==> config.mk <==
export PLATFORM = sky130hd
export DESIGN_NAME = vdp_super_res_writer
export DESIGN_NICKNAME = d
export VERILOG_FILES = /design/src/rtl/vdp_super_res_writer.sv
export SDC_FILE = /design/constraint.sdc
export NUM_CORES = 1
export LEC_CHECK = 0
export BUFFER_PORTS_ARGS = -buffer_cell sky130_fd_sc_hd__buf_2
export CAP_MARGIN = 5
export CORE_AREA = 5 5 101 174
export CTS_CLUSTER_DIAMETER = 60
export DETAILED_ROUTE_END_ITERATION = 8
export DIE_AREA = 0 0 106 179
export HOLD_SLACK_MARGIN = 0.02
export PLACE_DENSITY = 0.73
export SLEW_MARGIN = 40
export SYNTH_ARGS = -nofsm -noshare
export SYNTH_HDL_FRONTEND = slang
export SYNTH_SLANG_ARGS = --single-unit
==> constraint.sdc <==
create_clock -name clk -period 3.3 [get_ports clk]
set_input_delay 0.495 -clock clk [delete_from_list [all_inputs] [get_ports clk]]
set_output_delay 0.495 -clock clk [all_outputs]
set_load 0.005 [all_outputs]
==> src/rtl/vdp_super_res_writer.sv <==
// CPU byte-write path into super-res VRAM: queues bytes at an auto-incrementing
// address and issues 32-bit word writes with one-hot byte enables outside the display window.
module vdp_super_res_writer #(
    parameter int FIFO_DEPTH = 4,
    parameter int ADDR_W     = 19
) (
    input  logic              clk,
    input  logic              reset,
    input  logic              vdp_super,
    input  logic              super_res_drawing,
    input  logic              addr_load,
    input  logic [ADDR_W-1:0] addr_in,
    input  logic              data_wr,
    input  logic [7:0]        data_in,
    output logic              vram_wr_req,
    output logic [ADDR_W-3:0] vram_wr_addr,
    output logic [31:0]       vram_wr_data,
    output logic [3:0]        vram_wr_be,
    input  logic              vram_wr_ack,
    output logic              fifo_full,
    output logic              fifo_empty,
    output logic              overflow
);

    localparam int PTR_W   = $clog2(FIFO_DEPTH);
    localparam int CNT_W   = PTR_W + 1;
    localparam int ENTRY_W = ADDR_W + 8;

    typedef enum logic {
        IDLE  = 1'b0,
        ISSUE = 1'b1
    } state_t;

    state_t              state_q, state_d;
    logic [ADDR_W-1:0]   ptr_q, ptr_d;
    logic [PTR_W-1:0]    wr_idx_q, rd_idx_q;
    logic [CNT_W-1:0]    count_q, count_d;
    logic                overflow_q, overflow_d;
    logic                req_q, req_d;
    logic [ADDR_W-3:0]   addr_q, addr_d;
    logic [31:0]         data_q, data_d;
    logic [3:0]          be_q, be_d;
    logic [ENTRY_W-1:0]  mem_q [FIFO_DEPTH];

    logic [ADDR_W-1:0]   push_addr;
    logic [ADDR_W-1:0]   head_addr;
    logic [7:0]          head_data;
    logic                full_c;
    logic                pop;
    logic                push;
    logic                drop;

    // The in-flight word keeps its slot until acked, so an ack frees space the same cycle.
    assign full_c    = (count_q == CNT_W'(FIFO_DEPTH));
    assign pop       = (state_q == ISSUE) && vram_wr_ack;
    assign push      = data_wr && (!full_c || pop);
    assign drop      = data_wr && full_c && !pop;
    assign push_addr = addr_load ? addr_in : ptr_q;
    assign head_addr = mem_q[rd_idx_q][ENTRY_W-1:8];
    assign head_data = mem_q[rd_idx_q][7:0];

    always_comb begin
        ptr_d      = ptr_q;
        overflow_d = overflow_q;
        count_d    = count_q + CNT_W'(push) - CNT_W'(pop);
        if (data_wr) begin
            ptr_d = push_addr + ADDR_W'(1);
        end else if (addr_load) begin
            ptr_d = addr_in;
        end
        if (drop) begin
            overflow_d = 1'b1;
        end else if (addr_load) begin
            overflow_d = 1'b0;
        end
    end

    always_comb begin
        state_d = state_q;
        req_d   = req_q;
        addr_d  = addr_q;
        data_d  = data_q;
        be_d    = be_q;
        case (state_q)
            IDLE: begin
                if ((count_q != '0) && !super_res_drawing) begin
                    state_d = ISSUE;
                    req_d   = 1'b1;
                    addr_d  = head_addr[ADDR_W-1:2];
                    data_d  = {4{head_data}};
                    be_d    = 4'b0001 << head_addr[1:0];
                end
            end
            ISSUE: begin
                // Request stays up with stable payload until acked, whatever the display does.
                if (vram_wr_ack) begin
                    state_d = IDLE;
                    req_d   = 1'b0;
                end
            end
            default: state_d = IDLE;
        endcase
    end

    always_ff @(posedge clk or posedge reset) begin
        if (reset) begin
            state_q    <= IDLE;
            ptr_q      <= '0;
            wr_idx_q   <= '0;
            rd_idx_q   <= '0;
            count_q    <= '0;
            overflow_q <= 1'b0;
            req_q      <= 1'b0;
            addr_q     <= '0;
            data_q     <= '0;
            be_q       <= '0;
        end else if (!vdp_super) begin
            state_q    <= IDLE;
            ptr_q      <= '0;
            wr_idx_q   <= '0;
            rd_idx_q   <= '0;
            count_q    <= '0;
            overflow_q <= 1'b0;
            req_q      <= 1'b0;
            addr_q     <= '0;
            data_q     <= '0;
            be_q       <= '0;
        end else begin
            state_q    <= state_d;
            ptr_q      <= ptr_d;
            count_q    <= count_d;
            overflow_q <= overflow_d;
            req_q      <= req_d;
            addr_q     <= addr_d;
            data_q     <= data_d;
            be_q       <= be_d;
            if (push) begin
                wr_idx_q <= wr_idx_q + PTR_W'(1);
            end
            if (pop) begin
                rd_idx_q <= rd_idx_q + PTR_W'(1);
            end
        end
    end

    // Storage needs no reset: occupancy is tracked entirely by the indices and count.
    always_ff @(posedge clk) begin
        if (push && vdp_super) begin
            mem_q[wr_idx_q] <= {push_addr, data_in};
        end
    end

    assign vram_wr_req  = req_q;
    assign vram_wr_addr = addr_q;
    assign vram_wr_data = data_q;
    assign vram_wr_be   = be_q;
    assign fifo_full    = full_c;
    assign fifo_empty   = (count_q == '0);
    assign overflow     = overflow_q;

endmodule

### Word level (Yosys, flattened, before mapping)

Memories as Yosys holds them, arrays and structs flattened.
Index checks and enable logic that the tools add are counted.

* register bits: 82
* bits in writable memories: 108
* input port bits: 34
* output and inout port bits: 57
* logic and storage cells: 70
* memories: 1

* add/sub/neg operators: 5
* eq/ne operators: 8
* shift-type cells: 1
* muxes and demuxes: 30
* bitwise gates (word level): 1
* reduce and logical (&&, ||, !) cells: 14

Memory list
* mem_q: depth 4, bits a word 27, rd ports 1, clocked after memory_dff 0, write ports 1, RTL line 43 `logic [ENTRY_W-1:0] mem_q [FIFO_DEPTH];`

Operators by type and width (number)
* $mux 32: 3
* $mux 19: 3
* $mux 17: 3
* $add 19x1->19 const B: 1
* $mux 4: 3
* $mux 1: 11
* $mux 2: 4
* $logic_and 1x1->1: 6
* $ne 2x1->1 const B: 3
* $ne 3x3->1 const B: 2
* $add 2x1->2 const B: 2
* $pmux 1 s2: 2
* $reduce_and 2->1: 2
* $shl 1x2->4 const A: 1
* $add 3x1->3: 1
* $eq 3x3->1 const B: 1
* $logic_not 1->1: 3
* $logic_not 3->1: 1
* $mux 3: 1
* $ne 3x1->1 const B: 1
* $reduce_bool 3->1: 1
* $sub 3x1->3: 1
* $ne 2x2->1 const B: 1
* $logic_or 1x1->1: 1
* $not 1->1: 1

### Longest topological paths before layout

Gate-level depths: netlist (run 1).

* word-level depth: 7
* gate-level depth with buffers: 10
* mapped depth without buffers: 8

### Worst setup path before layout (run 1)

OpenSTA, ideal clock, no wires.

* path kind: input to register
* from: input port data_wr
* to: memory mem_q[0][0] (netlist bit) (enable)
* setup time: 0.386 ns
* arrival: 1.891 ns
* required time: 2.914 ns
* slack: 1.022 ns
* stages: 3
* buffers on the path: 1
* path through: clkbuf_1 > a21boi_1 > and3_1

* word-level cells in the longest chain between the ends: 4

RTL lines
* from (decl): RTL line 13 `input logic data_wr,`
* $logic_and 1x1->1: RTL line 56 `assign push = data_wr && (!full_c || pop);`
* $logic_and 1x1->1: RTL line 148 `if (push && vdp_super) begin`
* $mux 1: RTL line 148
* $mux 1 (implied by the code): RTL line 149 `mem_q[wr_idx_q] <= {push_addr, data_in};`
* to (decl): RTL line 43

No other way between the ends.

### Worst setup path in the final report (run 1)

* from: register state_q
* to: memory mem_q[2][16] (netlist bit) (enable)

* word-level cells in the longest chain between the ends: 6

RTL lines
* from (decl): RTL line 34 `state_t state_q, state_d;`
* from (signal assigned): RTL line 129 `state_q <= state_d;`
* $logic_and 1x1->1: RTL line 55 `assign pop = (state_q == ISSUE) && vram_wr_ack;`
* $logic_or 1x1->1: RTL line 56
* $logic_and 1x1->1: RTL line 56
* $logic_and 1x1->1: RTL line 148
* $mux 1: RTL line 148
* $mux 1 (implied by the code): RTL line 149

No other way between the ends.

==> Implementation_results.wiki, run 1 <==
{| class="wikitable"
! Metric !! Value
|-
| Worst R2R End || mem_q[2][16]
|-
| CTS Buf Count || 17
|-
| Post-synth EDFFs || 108
|-
| Clock Root Buffer || clkbuf_16
|-
| Number of global-route vias before repair || 4242
|-
| Final Hold Violating Endpoints || 0
|-
| Count of buffers inserted at the top-level ports || 90
|-
| Top_reg_cell synth || edfxtp_1
|-
| Final period util || 0.641
|-
| Final min period || 2110 ps
|-
| Sort of element at the start of the critical path || flop
|-
| Row count || slightly above 60
|-
| Effective utilization at floorplan || 0.442
|-
| DP Wirelength || 9960 um
|-
| Path depth of the worst reg2reg path || 4
|-
| Maximum VDD drop || approximately 0.28 mV
|-
| Post-CTS repair timing setup buffer count || 0
|-
| Cell types occupying the most area after synthesis || edfxtp_1, dfrtp_1, mux4_2
|-
| Antenna-violating nets left || 0
|-
| Required @ worst endpoint || 3410 ps
|-
| Setup TNS Final || 0 ps
|-
| Detailed-route DRC error count || 0
|-
| Gpl congestion || between 0.8 and 0.9
|-
| Worst rel slew slack || 0.573
|-
| Die X || about 110 um
|-
| Overall power after layout || 0.00515 W
|-
| Die Y-Extent || 179 um
|-
| Cells after Synth || 437
|-
| Diodes inserted || 0
|-
| Power density cells || 636 nW/um2
|-
| Netlist area before placement || 7020 um2
|-
| First-pass iteration count of the detailed router || 4
|-
| CTS tree || done
|-
| Final max-slew violation count || 0
|-
| Die area || 19000 um2
|-
| GRT Residual Overflow || 0
|-
| Count of boundary I/O pins || about 90
|-
| Antenna violations before repair || 0
|-
| Largest area contributor in the netlist || edfxtp_1
|-
| Min-delay worst type || primary input to asynchronous set/reset pin
|-
| Number of synthesized register bits || 166
|-
| H-tree depth reported by CTS || 4
|-
| Largest net degree at the start of global routing || 32
|-
| Via count normalized by instance count || around 5.5
|-
| Unrepaired setup endpoints after global routing || no
|-
| Final nets || 555
|-
| Average wire length per cell after detail routing || 19.7 um
|-
| Fraction of layout cells with a size suffix above 1 || 0.357
|-
| Worst-path fanout max || 21
|-
| Sequential element share of the synthesized area || 0.669
|-
| Drt initial violations || 193
|-
| CTS hold repair buffers || 0
|-
| Average cell area after synthesis || between 15 and 20 um2
|-
| Net count after synthesis || 478
|-
| Number of setup violations in the final report || 0
|-
| Static leakage power || between 3 and 4 nW
|-
| Global-route wire length before repair || 22500 um
|-
| Vias || 3920
|-
| Number of different library cells in the post-synthesis netlist || 54
|-
| Upper clock frequency limit || 473 MHz
|-
| CP Capture Type || flop
|-
| Actual slew at the worst max-slew pin || 640 ps
|-
| Post-synth ARST share || 0.349
|-
| Max-cap viol count || 0
|-
| Worst Skew || around 12 ps
|-
| Crit Path Class || flop to flop
|-
| Endpoint arrival time on the critical path || 2230 ps
|-
| Worst setup slack for register-to-register paths || 1190 ps
|-
| Aggregate routed wire length || about 14000 um
|-
| Clock latency reported for the late side of the worst-skew pair || 410 ps
|-
| Overall global routing resource usage || 0.155
|-
| Synthesis Warnings || 0
|-
| Number of sinks driven by the clock tree || between 150 and 200
|-
| Buffer levels on the longest clock path || 2
|-
| Worst R2R Start || state_q
|-
| Result of the run || finished, final reports clean
|-
| Share of Yosys cell area claimed by the top area cell type || 0.462
|-
| Number of resized instances in the post-cts repair step || 0
|-
| Area growth syn-to-layout || 15.3%
|-
| Core Footprint || 15900 um2
|-
| Worst-path clk slew || 70 ps
|}
## worst max path at each step
| stage | start | endpoint | slack, ps |
|---|---|---|---|
| 5_1_grt | state_q | mem_q[2][17] | 1050 |
| 4_1_cts | state_q | mem_q[2][17] | 1180 |
| 6_report | state_q | mem_q[2][16] | 1190 |
| 3_5_place_dp | addr_load | ptr_q[16] | 990 |
| 2_1_floorplan | data_wr | mem_q[0][0] | 1020 |
| 3_3_place_gp | addr_load | ptr_q[16] | 1110 |
## synthesized netlist by cell type (2+ instances only)
library cell    n
edfxtp_1      108
dfrtp_1        58
buf_4          27
mux4_2         27
a22o_1         25
nor2_1         20
nand2_1        16
inv_1          13
mux2_2         11
nand3_1        11
nor3_1         10
buf_2           8
o21ai_0         8
mux2i_1         7
and3_1          6
ha_1            6
xnor2_1         6
a21oi_1         5
clkbuf_1        5
nor3b_1         5
xor2_1          5
a31oi_1         3
and2_1          3
nand4_1         3
o21ai_1         3
a31o_2          2
and4_1          2
buf_1           2
buf_6           2
nand3b_4        2
nand4_2         2
nor3_2          2
o21a_1          2
or3_1           2
## layout by cell type (no fill, tap or decap), drive strengths merged, types with 2 or more instances in the layout
cell      netlist  layout
a21oi           6       6
a22o           25      25
a31o            2       2
a31oi           3       3
and2            3       3
and3            6       6
and4            2       2
buf            39     102
clkbuf          5      19
clkinv          0       7
clkinvlp        0       2
dfrtp          58      58
edfxtp        108     108
ha              6       6
inv            14      17
mux2           12      12
mux2i           7       7
mux4           27      27
nand2          16      16
nand3          11      11
nand3b          2       2
nand4           5       5
nor2           20      20
nor3           12      12
nor3b           5       5
o21a            3       3
o21ai          11      11
or2             2       2
or3             2       2
xnor2           6       6
xor2            5       5
## kinds of logic after synthesis
kind of cell	share of synthesized area
AO/OA/AOI/OAI	0.0638
XOR/XNOR	0.0137
adder cells (fa/ha/maj)	0.0135
buffers and inverters	0.0490
flip-flops	0.669
multiplexers	0.116
AND/OR/NAND/NOR	0.0747
## sequential cells by signal, summed over array words and instances, names as in the netlist
register	count
state_q	1
vram_wr_req	1
vram_wr_data	8
vram_wr_addr	17
mem_q	108
vram_wr_be	4
ptr_q	19
count_q	3
rd_idx_q	2
wr_idx_q	2
overflow	1
## cell type report
type                    instances  area (um2)
multi-input cells             213        1990
inverters                      14        52.6
clock inverters                13         125
repair buffers                102         553
fillers                      1286        7780
clock buffers                  19         433
flip-flops and latches        166        4700
well taps                     189         236
## per-layer routing
metal  GRT usage  wire [um]  up-vias  share of wire
li1            -          -     1800              -
met1       0.172       5200     2006           0.37
met2       0.293       8080      104           0.57
met3      0.0299        626       10          0.044
met4      0.0573        180        0          0.013
met5           0          0        -              0
## metrics by stage
step	cell area, um2	setup slack, ps	std cells	util	hold slack [ps]
after CTS	8090	1180	716	0.509	171
after global placement	7530	1110	684	0.474	464
after detailed placement	7530	990	684	0.474	482
after global routing	8090	1050	716	0.510	210
after floorplan	7020	1020	437	-	473
final	8090	1190	716	0.510	155
## critical path, cell delays in order, from the launching register on
cell      delay, ps
dfrtp_1         460
nand2_1         190
a21boi_1        440
and3_1          480
buf_12          240
## power by group
part	internal (W)	switching, W	total [W]
combinational	0.000354	0.000384	0.000738
clock	0.00105	0.000799	0.00185
sequential	0.00243	0.000131	0.00256
total	0.00383	0.00131	0.00515
Note: power is estimated with default switching activity, not from simulation.
==> run 2: changes to the inputs <==
clock period = 2.2 ns   (was 3.3 ns; I/O delays follow)
==> run 2 against run 1 <==
  * Hold slack worse by 26 ps
  * Cell area is 1.3% higher
  * Critical path depth is 4 higher
  * Routed wire length is 1.0% higher
  * Via count is 1.4% higher
  * Clock power is 54% higher
  * Worst setup slack worse by 960 ps
  * Total power is 53% higher
  * Sequential power is 48% higher
  * Final cell count is 0.56% higher
  * Largest cell class unchanged
==> Implementation_results.wiki, run 2 (same netlist as run 1, synthesis figures left out) <==
{| class="wikitable"
! Metric !! Value
|-
| Final min period || 1980 ps
|-
| Worst R2R Start || state_q
|-
| Place WS || 221 ps
|-
| Global-route wire length before repair || 23100 um
|-
| Clock share of power || 0.364
|-
| Number of global-route vias before repair || 4401
|-
| Via count normalized by instance count || ~5.5
|-
| Sw Share || 0.260
|-
| H-tree depth reported by CTS || 4
|-
| GRT Residual Overflow || 0
|-
| Vias || 3974
|-
| Die area || between 15000 and 20000 um2
|-
| Antenna violations before repair || 0
|-
| Met1 usage in global routing || 0.172
|-
| Most crowded layer after global routing || met2
|-
| Setup WS post-layout || 223 ps
|-
| Count of buffers inserted at the top-level ports || 90
|-
| Final period util || 0.898
|-
| Placed standard-cell area || 7610 um2
|-
| Worst-path fanout max || 6
|-
| Overall power after layout || between 0.007 and 0.008 W
|-
| Die Y-Extent || 179 um
|-
| Core Footprint || ~16000 um2
|-
| Path depth of the worst reg2reg path || 8
|-
| Maximum VDD drop || between 0.5 and 0.6 mV
|-
| Fraction of layout cells with a size suffix above 1 || 0.362
|-
| Drt initial violations || between 150 and 200
|-
| Die X || 106 um
|-
| Count of boundary I/O pins || 91
|-
| Worst-path clk slew || 70 ps
|-
| Detailed-route DRC error count || 0
|-
| Average wire length per cell after detail routing || 19.8 um
|-
| CP Capture Type || flop
|-
| Flop pwr share || 0.485
|-
| Required @ worst endpoint || approximately 2500 ps
|-
| Antenna-violating nets left || 0
|-
| Register with the highest flop count || mem_q
|-
| Clock Root Buffer || clkbuf_16
|-
| Final max-slew violation count || 0
|-
| Area growth syn-to-layout || 16.8%
|-
| Number of flip-flops under the largest register name || 108
|-
| Buffer levels on the longest clock path || 2
|-
| Endpoint arrival time on the critical path || 2270 ps
|-
| Min-delay worst type || primary input to flop
|-
| Row count || 61
|-
| Largest net degree at the start of global routing || 32
|-
| Worst rel slew slack || 0.685
|-
| Static leakage power || 3.33 nW
|-
| Met2 track demand over resource in global routing || 0.302
|-
| Max-cap viol count || 0
|-
| Worst Skew || 12.3 ps
|-
| Unrepaired setup endpoints after global routing || no
|-
| Upper clock frequency limit || a little over 500 MHz
|-
| Post-CTS repair timing setup buffer count || 0
|-
| Sort of element at the start of the critical path || flop
|-
| Worst setup slack for register-to-register paths || about 220 ps
|-
| CTS Buf Count || 17
|-
| Number of sinks driven by the clock tree || 166
|-
| Aggregate routed wire length || 14200 um
|-
| Commonest cells after routing, fill and taps aside || edfxtp_1, buf_2, dfrtp_1
|-
| Combinational share of power || 0.152
|-
| Clock latency reported for the late side of the worst-skew pair || approximately 420 ps
|-
| Worst R2R End || count_q[2]
|-
| Final nets || 559
|-
| Psw || slightly above 0.002 W
|-
| Effective utilization at floorplan || 0.442
|-
| Actual slew at the worst max-slew pin || 472 ps
|-
| CTS tree || done
|-
| Diodes inserted || 0
|-
| Result of the run || finished, final reports clean
|-
| DP Wirelength || 9950 um
|-
| Crit Path Class || flop to flop
|-
| Most common cell after layout, fill and taps aside || edfxtp_1
|-
| First-pass iteration count of the detailed router || 4
|-
| Crit path from || state_q
|-
| Capturing instance or port of the critical path || count_q[2]
|-
| Worst hold-check slack || 129 ps
|-
| Overall global routing resource usage || 0.159
|-
| Power density cells || 958 nW/um2
|-
| Internal power contribution || 0.00581 W
|-
| Setup TNS Final || 0 ps
|-
| Gpl congestion || 0.860
|-
| Area of all placed cells without fillers || between 8000 and 9000 um2
|-
| Final Hold Violating Endpoints || 0
|-
| Met3 Resource Use GR || 0.0332
|-
| Number of setup violations in the final report || 0
|}
-- run 2: layout make-up --
| type | count | area [um2] |
|---|---|---|
| well taps | 189 | 236 |
| clock buffers | 18 | 429 |
| inverters | 14 | 52.6 |
| multi-input cells | 213 | 1990 |
| fillers | 1317 | 7680 |
| repair buffers | 106 | 648 |
| clock inverters | 14 | 144 |
| flip-flops and latches | 166 | 4700 |
-- run 2: what timing repair did --
item	CTS	global route
hold buffers	1	0
endpoints found under the hold margin	57	0
resized for setup	0	0
endpoints found under the setup margin	0	0
-- run 2: metal layers --
metal / routed length (um) / up-vias
met4: 237 / 0
met5: 0 / -
met2: 8140 / 111
li1: - / 1812
met1: 5250 / 2032
met3: 608 / 19
-- run 2: worst min-delay path by stage --
stage | startpoint | to | slack [ps] | cells past startpoint
after detailed placement | reset | vram_wr_data[29] | 440 | 3
after floorplan | data_in[0] | mem_q[0][0] | 430 | 0
after global placement | reset | vram_wr_data[29] | 430 | 3
after CTS | data_in[3] | mem_q[0][3] | 110 | 1
after global routing | data_in[5] | mem_q[2][5] | 110 | 1
final | data_in[2] | mem_q[1][2] | 130 | 1
-- run 2: power groups by stage --
stage | clock [W] | sequential (W) | combinational [W]
final | 0.00285 | 0.00380 | 0.00119
after global routing | 0.00305 | 0.00384 | 0.00132
after CTS | 0.00292 | 0.00381 | 0.00123
after detailed placement | 0 | 0.00387 | 0.00122
after global placement | 0 | 0.00385 | 0.00118
after floorplan | 0 | 0.00385 | 0.000814
-- run 2: per-stage QoR --
stage,std cells,utilization
final,720,0.516
after global routing,720,0.516
after CTS,720,0.516
after detailed placement,687,0.480
after global placement,687,0.480
after floorplan,437,-
-- run 2: critical path: stages, from the launching register on --
cell and delay [ps]:
dfrtp_1 450, nand2_1 210, nor2_1 230, o21bai_1 160, ha_1 170, inv_1 50
fa_1 370, xnor2_1 170, nor2_1 60
==> run 3: changes to the inputs <==
--- a/config.mk
+++ b/config.mk
@@ -10,7 +10,9 @@
 export CORE_AREA = 5 5 101 174
 export CTS_CLUSTER_DIAMETER = 60
+export CTS_CLUSTER_SIZE = 8
 export DETAILED_ROUTE_END_ITERATION = 8
 export DIE_AREA = 0 0 106 179
 export HOLD_SLACK_MARGIN = 0.02
+export MAX_ROUTING_LAYER = met4
 export PLACE_DENSITY = 0.73
 export SLEW_MARGIN = 40
==> constraint.sdc (replaced) <==
create_clock -name clk -period 2.2 [get_ports clk]
set_input_delay 0.33 -clock clk [delete_from_list [all_inputs] [get_ports clk]]
set_output_delay 0.33 -clock clk [all_outputs]
set_load 0.02 [all_outputs]
==> run 3 against run 2 <==
  * Global-route usage rose by 0.40 points
  * Fmax rose by 1.2%
  * Non-clock buffer count shrank 1
  * Largest cell class unchanged
==> Implementation_results.wiki, run 3 (same netlist as run 1, synthesis figures left out) <==
{| class="wikitable"
! Metric !! Value
|-
| H-tree depth reported by CTS || 4
|-
| Number of setup violations in the final report || 0
|-
| Average wire length per cell after detail routing || ~20 um
|-
| Overall global routing resource usage || 0.163
|-
| Crit Path Class || flop to flop
|-
| Worst setup slack for register-to-register paths || 250 ps
|-
| Via count normalized by instance count || 5.53
|-
| Final Hold Violating Endpoints || 0
|-
| Worst-path fanout max || 6
|-
| Count of buffers inserted at the top-level ports || 90
|-
| Buffer levels on the longest clock path || 2
|-
| Detailed-route DRC error count || 0
|-
| Worst-path clk slew || 70 ps
|-
| Crit path buf inv count || 1
|-
| Area of all placed cells without fillers || 8240 um2
|-
| Core occupancy in the finished layout || 0.519
|-
| Final period util || 0.888
|-
| CP max stage delay || 450 ps
|-
| Clock Root Buffer || clkbuf_16
|-
| Worst hold-check slack || 128 ps
|-
| Count of boundary I/O pins || 91
|-
| Actual slew at the worst max-slew pin || roughly 530 ps
|-
| Required @ worst endpoint || 2500 ps
|-
| Endpoint arrival time on the critical path || 2260 ps
|-
| Antenna violations before repair || 2
|-
| Number of sinks driven by the clock tree || 166
|-
| Largest net degree at the start of global routing || a little under 60
|-
| Upper clock frequency limit || 512 MHz
|-
| Sort of element at the start of the critical path || flop
|-
| Row count || 61
|-
| Most common cell after layout, fill and taps aside || edfxtp_1
|-
| Final max-slew violation count || 0
|-
| Final nets || approximately 560
|-
| Maximum VDD drop || between 0.6 and 0.7 mV
|-
| CTS hold repair buffers || 1
|-
| Drt initial violations || 199
|-
| Total placed cells including tap cells || 686
|-
| Worst R2R End || count_q[2]
|-
| Effective utilization at floorplan || 0.442
|-
| Core Footprint || 15900 um2
|-
| Unrepaired setup endpoints after global routing || no
|-
| Critical Path, Cell by Cell || nand2_1 -> nor2_1 -> o21bai_1 -> ha_1 -> inv_1 -> fa_1 -> xnor2_1 -> nor2_1
|-
| Setup TNS Final || 0 ps
|-
| Post-layout instance count excluding filler cells || approximately 720
|-
| Number of flip-flops under the largest register name || 108
|-
| Fraction of layout cells with a size suffix above 1 || 0.364
|-
| DP Wirelength || 9870 um
|-
| Commonest cells after routing, fill and taps aside || edfxtp_1, buf_2, dfrtp_1
|-
| CP Capture Type || flop
|-
| Aggregate routed wire length || 14300 um
|-
| Gpl congestion || 0.879
|-
| Min-delay worst type || primary input to flop
|-
| Die X || 106 um
|-
| Critical Path Stages || 8
|-
| Post-CTS repair timing setup buffer count || 0
|-
| Register with the highest flop count || mem_q
|-
| Power density cells || ~1000 nW/um2
|-
| Antenna-violating nets left || 0
|-
| Crit path from || state_q
|-
| Vias || 3988
|-
| Placed standard-cell area || 7620 um2
|-
| Path depth of the worst reg2reg path || 8
|-
| First-pass iteration count of the detailed router || 4
|-
| Die Y-Extent || 179 um
|-
| Cell repeated most along the worst path || nor2_1
|-
| Final min period || 1950 ps
|-
| Worst Skew || 12.0 ps
|-
| Worst R2R Start || state_q
|-
| Global-route wire length before repair || 22800 um
|-
| CTS Buf Count || 17
|-
| GRT Residual Overflow || 0
|-
| Static leakage power || 3.36 nW
|-
| Max-cap viol count || 0
|-
| Category of cells accounting for the largest share of critical-path delay || adder cells
|-
| CTS tree || done
|-
| Worst rel slew slack || 0.647
|-
| Die area || 19000 um2
|-
| Number of resized instances in the post-cts repair step || 0
|-
| Number of global-route vias before repair || 4296
|-
| Capturing instance or port of the critical path || count_q[2]
|-
| Result of the run || finished, final reports clean
|-
| Clock latency reported for the late side of the worst-skew pair || ~420 ps
|-
| Area growth syn-to-layout || 17.4%
|-
| Worst path slowest cell || dfrtp_1
|}
run 3: cell types whose count changed in the layout (fill, tap and decap cells not counted), sizes merged:
cell,previous run,this run
clkinv,6,4
diode,0,2
clkbuf,18,17
clkinvlp,1,0
inv,20,24
buf,105,104
run 3: per-layer routing:
metal,wire length [um],track usage,share of wire,vias up
met2,7830,0.287,0.55,123
met1,5420,0.170,0.38,2017
met3,574,0.0404,0.040,27
met5,0,-,0,-
li1,-,-,-,1821
met4,446,0.0816,0.031,0
run 3: worst min path at each step:
| stage | from | to | slack, ps | cells past startpoint |
|---|---|---|---|---|
| after floorplan | data_in[0] | mem_q[0][0] | 430 | 0 |
| after global placement | reset | vram_wr_data[28] | 410 | 3 |
| after detailed placement | reset | vram_wr_data[29] | 440 | 3 |
| after CTS | data_in[3] | mem_q[0][3] | 110 | 1 |
| after global routing | data_in[3] | mem_q[0][3] | 100 | 1 |
| final | data_in[3] | mem_q[0][3] | 130 | 1 |
run 3: power breakdown:
group          switching, W  internal, W  leakage (nW)
Combinational      0.000869     0.000574          1.29
Clock               0.00135      0.00164         0.299
Sequential         0.000174      0.00364          1.77
run 3: final cells by class:
cell class	count	area, um2
Clock buffer	17	425
Sequential cell	166	4700
Timing Repair Buffer	105	653
Fill cell	1310	7630
Antenna cell	2	5.00
Clock inverter	15	178
Multi-Input combinational cell	213	2000
Inverter	14	52.6
Tap cell	189	236
run 3: per-stage QoR:
| stage | total power, W | setup WS [ps] |
|---|---|---|
| global placement | 0.00529 | 314 |
| CTS | 0.00834 | 213 |
| floorplan | 0.00493 | 87.3 |
| detailed placement | 0.00535 | 171 |
| finish | 0.00824 | 246 |
| global route | 0.00860 | 130 |
